<file path="config.mk">
export PLATFORM = sky130hd
export DESIGN_NAME = seq_sub
export DESIGN_NICKNAME = d
export VERILOG_FILES = /design/src/rtl/seq_sub.sv
export SDC_FILE = /design/constraint.sdc
export NUM_CORES = 1
export LEC_CHECK = 0
export ABC_AREA = 1
export BUFFER_PORTS_ARGS = -buffer_cell sky130_fd_sc_hd__buf_2
export CAP_MARGIN = 15
export CELL_PAD_IN_SITES_DETAIL_PLACEMENT = 2
export CELL_PAD_IN_SITES_GLOBAL_PLACEMENT = 2
export CORE_MARGIN = 8
export CORE_UTILIZATION = 37
export CTS_BUF_LIST = sky130_fd_sc_hd__clkbuf_4 sky130_fd_sc_hd__clkbuf_8
export DETAILED_ROUTE_END_ITERATION = 10
export GPL_TIMING_DRIVEN = 0
export PLACE_DENSITY_LB_ADDON = 0.1
export REMOVE_ABC_BUFFERS = 1
export SYNTH_ARGS = -nofsm -noshare
export SYNTH_HDL_FRONTEND = slang
export SYNTH_SLANG_ARGS = --single-unit
</file>
<file path="constraint.sdc">
create_clock -name Clk -period 4.7 [get_ports Clk]
set_clock_uncertainty 0.1 [all_clocks]
set_input_delay 0.235 -clock Clk [delete_from_list [all_inputs] [get_ports Clk]]
set_output_delay 0.235 -clock Clk [all_outputs]
set_load 0.005 [all_outputs]
</file>
<file path="src/rtl/seq_sub.sv">
// seq_sub: digit-serial unsigned subtractor, diff = a - b with borrow-out.
// One DIGITWIDTH slice is processed per clock, LSB first, behind a
// start/busy/done handshake. Results are held until the next completion.
// Optional feature macro: SEQ_SUB_SAT_EN (saturate diff at zero on borrow).
module seq_sub #(
    parameter int DATAWIDTH  = 8,
    parameter int DIGITWIDTH = 2
) (
    input  logic                 Clk,
    input  logic                 Rst_n,
    input  logic                 start,
    input  logic [DATAWIDTH-1:0] a,
    input  logic [DATAWIDTH-1:0] b,
    output logic                 busy,
    output logic                 done,
    output logic [DATAWIDTH-1:0] diff,
    output logic                 borrow
);

    localparam int N  = DATAWIDTH / DIGITWIDTH;
    localparam int CW = (N > 1) ? $clog2(N) : 1;

    typedef enum logic [1:0] {
        ST_IDLE = 2'd0,
        ST_RUN  = 2'd1,
        ST_DONE = 2'd2
    } state_e;

    state_e                state_q,  state_d;
    logic [DATAWIDTH-1:0]  a_q,      a_d;
    logic [DATAWIDTH-1:0]  b_q,      b_d;
    logic [DATAWIDTH-1:0]  work_q,   work_d;
    logic [CW-1:0]         cnt_q,    cnt_d;
    logic                  bin_q,    bin_d;
    logic                  busy_q,   busy_d;
    logic                  done_q,   done_d;
    logic [DATAWIDTH-1:0]  diff_q,   diff_d;
    logic                  borrow_q, borrow_d;

    logic [DIGITWIDTH:0]   dig_s;
    logic [DATAWIDTH-1:0]  shifted_s;

    // Subtract the current low-order digit of the working operands with borrow-in.
    always_comb begin
        dig_s     = {1'b0, a_q[DIGITWIDTH-1:0]}
                  - {1'b0, b_q[DIGITWIDTH-1:0]}
                  - {{DIGITWIDTH{1'b0}}, bin_q};
        shifted_s = (work_q >> DIGITWIDTH)
                  | (DATAWIDTH'(dig_s[DIGITWIDTH-1:0]) << (DATAWIDTH - DIGITWIDTH));
    end

    // Next-state and next-output logic for the IDLE/RUN/DONE controller.
    always_comb begin
        state_d  = state_q;
        a_d      = a_q;
        b_d      = b_q;
        work_d   = work_q;
        cnt_d    = cnt_q;
        bin_d    = bin_q;
        busy_d   = busy_q;
        done_d   = 1'b0;
        diff_d   = diff_q;
        borrow_d = borrow_q;

        case (state_q)
            ST_IDLE, ST_DONE: begin
                if (start) begin
                    // Accept new operands; the previous result stays visible.
                    a_d     = a;
                    b_d     = b;
                    work_d  = {DATAWIDTH{1'b0}};
                    cnt_d   = {CW{1'b0}};
                    bin_d   = 1'b0;
                    busy_d  = 1'b1;
                    state_d = ST_RUN;
                end else begin
                    busy_d  = 1'b0;
                    state_d = ST_IDLE;
                end
            end
            ST_RUN: begin
                // Consume one digit; operands shift right so the next digit is at bit 0.
                a_d    = a_q >> DIGITWIDTH;
                b_d    = b_q >> DIGITWIDTH;
                work_d = shifted_s;
                bin_d  = dig_s[DIGITWIDTH];
                if (cnt_q == CW'(N - 1)) begin
                    cnt_d    = {CW{1'b0}};
                    busy_d   = 1'b0;
                    done_d   = 1'b1;
                    borrow_d = dig_s[DIGITWIDTH];
`ifdef SEQ_SUB_SAT_EN
                    if (dig_s[DIGITWIDTH]) begin
                        diff_d = {DATAWIDTH{1'b0}};
                    end else begin
                        diff_d = shifted_s;
                    end
`else
                    diff_d   = shifted_s;
`endif
                    state_d  = ST_DONE;
                end else begin
                    cnt_d   = cnt_q + CW'(1);
                    busy_d  = 1'b1;
                    state_d = ST_RUN;
                end
            end
            default: begin
                busy_d  = 1'b0;
                state_d = ST_IDLE;
            end
        endcase
    end

    // State, datapath and output registers; reset clears everything immediately.
    always_ff @(posedge Clk or negedge Rst_n) begin
        if (!Rst_n) begin
            state_q  <= ST_IDLE;
            a_q      <= {DATAWIDTH{1'b0}};
            b_q      <= {DATAWIDTH{1'b0}};
            work_q   <= {DATAWIDTH{1'b0}};
            cnt_q    <= {CW{1'b0}};
            bin_q    <= 1'b0;
            busy_q   <= 1'b0;
            done_q   <= 1'b0;
            diff_q   <= {DATAWIDTH{1'b0}};
            borrow_q <= 1'b0;
        end else begin
            state_q  <= state_d;
            a_q      <= a_d;
            b_q      <= b_d;
            work_q   <= work_d;
            cnt_q    <= cnt_d;
            bin_q    <= bin_d;
            busy_q   <= busy_d;
            done_q   <= done_d;
            diff_q   <= diff_d;
            borrow_q <= borrow_d;
        end
    end

    assign busy   = busy_q;
    assign done   = done_q;
    assign diff   = diff_q;
    assign borrow = borrow_q;

endmodule

</file>
==> metrics.md <==
| Metric | Value |
|---|---|
| Initial DRC Count | `36` |
| Synth Cell Area | `0.00174 mm^2` |
| Number of routed nets with antenna violations | `0` |
| Final WL | `4490 um` |
| CP Capture Type | `flop` |
| Final hold viol count | `0` |
| CTS tree | `done` |
| Kind of critical path | `flop to flop` |
| WP data arrival | `2.59 ns` |
| Comb pwr share | `a little under half` |
| Placed cells | `roughly 280` |
| Layout cells sized above 1 | `between 20 and 25%` |
| Pint | `about 0.85 mW` |
| WHS | `between 0.04 and 0.05 ns` |
| Synth area leader | `dfrtp_1` |
| Reg2Reg Setup Slack | `2.22 ns` |
| Rows | `25` |
| Synth area leaders | `dfrtp_1 (52%), nand2_1 (14%), inv_1 (7.8%)` |
| Clock share of power | `15.3%` |
| First-pass GRT wire length | `just under 8000 um` |
| Hold crit path type | `input pin to flop` |
| Vias after detailed routing | `1419` |
| Die Width | `roughly 84 um` |
| Total power | `1.51 mW` |
| CP endpoint | `bin_q$_DFFE_PN0P_` |
| Overflow after GRT | `0` |
| Cts hold-fix bufs | `1` |
| Seq/Total Area, Yosys | `51.9%` |
| FF-to-FF Start | `a_q[0]$_DFFE_PN0P_` |
| Drc violations | `0` |
| IO Count | `30` |
| Fin crit share | `52.7%` |
| Net switching power figure | `0.663 mW` |
| Layout area overhead | `15.6%` |
| Clock Tree Root | `clkbuf_8` |
| CORE AREA | `0.00463 mm^2` |
| # port buffers | `29` |
| Max Clk Rate | `404 MHz` |
| Worst Tran Pin Value | `0.834 ns` |
| Die footprint | `between 0.007 and 0.008 mm^2` |
| Outcome | `complete, no violations` |
| Gr usage total | `13.8%` |
| Flops & latches, synth | `36` |
| RSZ-0062 raised after global routing | `no` |
| Post-Synthesis Cells | `205` |
| Max-Cap Viols | `0` |
| Yosys top cell area share | `51.9%` |
| Switching Share | `43.8%` |
| Worst Path Max Fanout | `2` |
| Slew HR | `approximately 44%` |
| Via density | `4.89` |
| Postcts setup bufs | `0` |
| Vias in the first global route | `1614` |
| Min Tclk post-route | `2.48 ns` |
| Total iterations of the first detailed-routing run | `4` |
| Critical Path Start | `a_q[0]$_DFFE_PN0P_` |
| Fin nets | `259` |
| N_diodes | `0` |
| Routed length per instance | `about 15 um` |
| Post-Route Setup TNS | `0 ns` |
| P_leak | `1.13 nW` |
| # H-tree levels | `2` |
| DIE HEIGHT | `84.5 um` |
| Post-route insts no fill | `slightly below 300` |
| Dpl hpwl | `~3200 um` |
| Cell Pwr Density | `754 mW/mm^2` |
| Cts repair resizes | `0` |
| Req. time, crit path | `4.81 ns` |
| Pin count of the biggest net entering global routing | `37` |
| CTS buffer count | `5` |
| Sequential share of power | `a little under two fifths` |
| Final setup fails | `0` |
| Antenna violations before repair | `0` |
| Pins Over Slew Limit | `0` |
| Initial core utilization | `37.5%` |
| Clk sinks | `36` |
| FF-to-FF path depth | `7` |
| Peak supply drop | `about 0.00019 V` |
| CTS max path bufs | `2` |
| Final core utilization | `about 43%` |
| Warning count from the yosys run | `0` |
| Mean Syn Cell Area | `between 8 and 9 um^2` |
| Clock Latency Late Sink | `0.29 ns` |
| GPL Wtd Cong | `0.679` |
| Clock transition at path regs | `around 0.07 ns` |
| Synth unique cells | `19` |
| Startpoint types | `flop` |
| Reg-to-Reg End | `bin_q$_DFFE_PN0P_` |
==> flip-flops by register name (all words and copies together) (netlist names) <==
signal / count
a_q: 8
b_q: 8
bin_q: 1
borrow: 1
cnt_q: 2
diff: 8
done: 1
state_q: 1
work_q: 6
==> worst min-delay path by stage <==
stage | slack [ns] | startpoint | depth (start not counted) | endpoint
6_report | 0.05 | b[7] | 3 | b_q[7]$_DFFE_PN0P_
5_1_grt | 0.07 | b[6] | 3 | b_q[6]$_DFFE_PN0P_
4_1_cts | 0.04 | b[7] | 3 | b_q[7]$_DFFE_PN0P_
3_5_place_dp | 0.29 | Rst_n | 1 | diff[0]$_DFFE_PN0P_
3_3_place_gp | 0.27 | Rst_n | 1 | diff[0]$_DFFE_PN0P_
2_1_floorplan | -0.16 | Rst_n | 0 | a_q[0]$_DFFE_PN0P_
==> per-layer routing <==
metal / GRT usage (%) / vias to the layer above / share of wire [%]
met5: 0 / - / 0
met2: 24.1 / 26 / 52
met4: 5.83 / 0 / 1.3
met1: 15.5 / 711 / 42
li1: - / 677 / -
met3: 3.32 / 5 / 3.9
==> synthesized netlist by cell type (all sizes together) <==
cell type  instances
dfrtp             36
inv               39
fa                 2
xor2               1
nor2               2
o21ai             18
buf                5
ha                 3
or2                2
nand2             70
clkbuf             2
nand3             25
==> worst max-delay path, cell delays in order (launching register included) <==
cell     delay, ns
dfrtp_1       0.41
fa_1          0.59
inv_1         0.07
ha_1          0.17
or2_2         0.28
fa_1          0.40
or2_2         0.30
o21ai_1       0.07
==> cell type report <==
| type | count | area [um^2] |
|---|---|---|
| clock inverter | 2 | 10.0 |
| sequential | 36 | 901 |
| inverter | 39 | 146 |
| clock buffer | 6 | 82.6 |
| fill | 540 | 2620 |
| multi-input combinational | 123 | 643 |
| timing repair buffer | 30 | 155 |
| tap | 54 | 67.6 |
==> power groups by stage <==
| stage | clock network [mW] | logic (mW) | registers [mW] |
|---|---|---|---|
| 2_1_floorplan | 0 | 0.509 | 0.547 |
| 3_3_place_gp | 0 | 0.685 | 0.558 |
| 3_5_place_dp | 0 | 0.743 | 0.570 |
| 4_1_cts | 0.244 | 0.750 | 0.565 |
| 5_1_grt | 0.252 | 0.842 | 0.582 |
| 6_report | 0.231 | 0.719 | 0.562 |
==> per-stage QoR <==
| step | cell area (um^2) | worst slack [ns] |
|---|---|---|
| 3_5_place_dp | 1900 | 2.21 |
| 5_1_grt | 2010 | 2.13 |
| 2_1_floorplan | 1690 | 2.38 |
| 3_3_place_gp | 1900 | 2.31 |
| 4_1_cts | 2010 | 2.19 |
| 6_report | 2010 | 2.22 |
==> cells in the final DEF (no fill, tap or decap), types with 3 or more instances in the layout <==
| cell | Yosys | layout |
|---|---|---|
| buf_2 | 3 | 29 |
| clkbuf_8 | 0 | 6 |
| dfrtp_1 | 36 | 36 |
| ha_1 | 3 | 3 |
| inv_1 | 36 | 36 |
| inv_2 | 3 | 3 |
| nand2_1 | 66 | 66 |
| nand3_1 | 25 | 25 |
| o21ai_0 | 4 | 4 |
| o21ai_1 | 8 | 8 |
| o21ai_2 | 6 | 6 |
==> kinds of logic after synthesis <==
group | Yosys count | share of synthesized area [%]
AO/OA/AOI/OAI | 18 | 6.49
XOR/XNOR | 1 | 0.505
adder cells (fa/ha/maj) | 5 | 4.47
buffers and inverters | 46 | 11.0
flip-flops | 36 | 51.9
AND/OR/NAND/NOR | 99 | 25.6
Note: power is estimated with default switching activity, not from simulation.
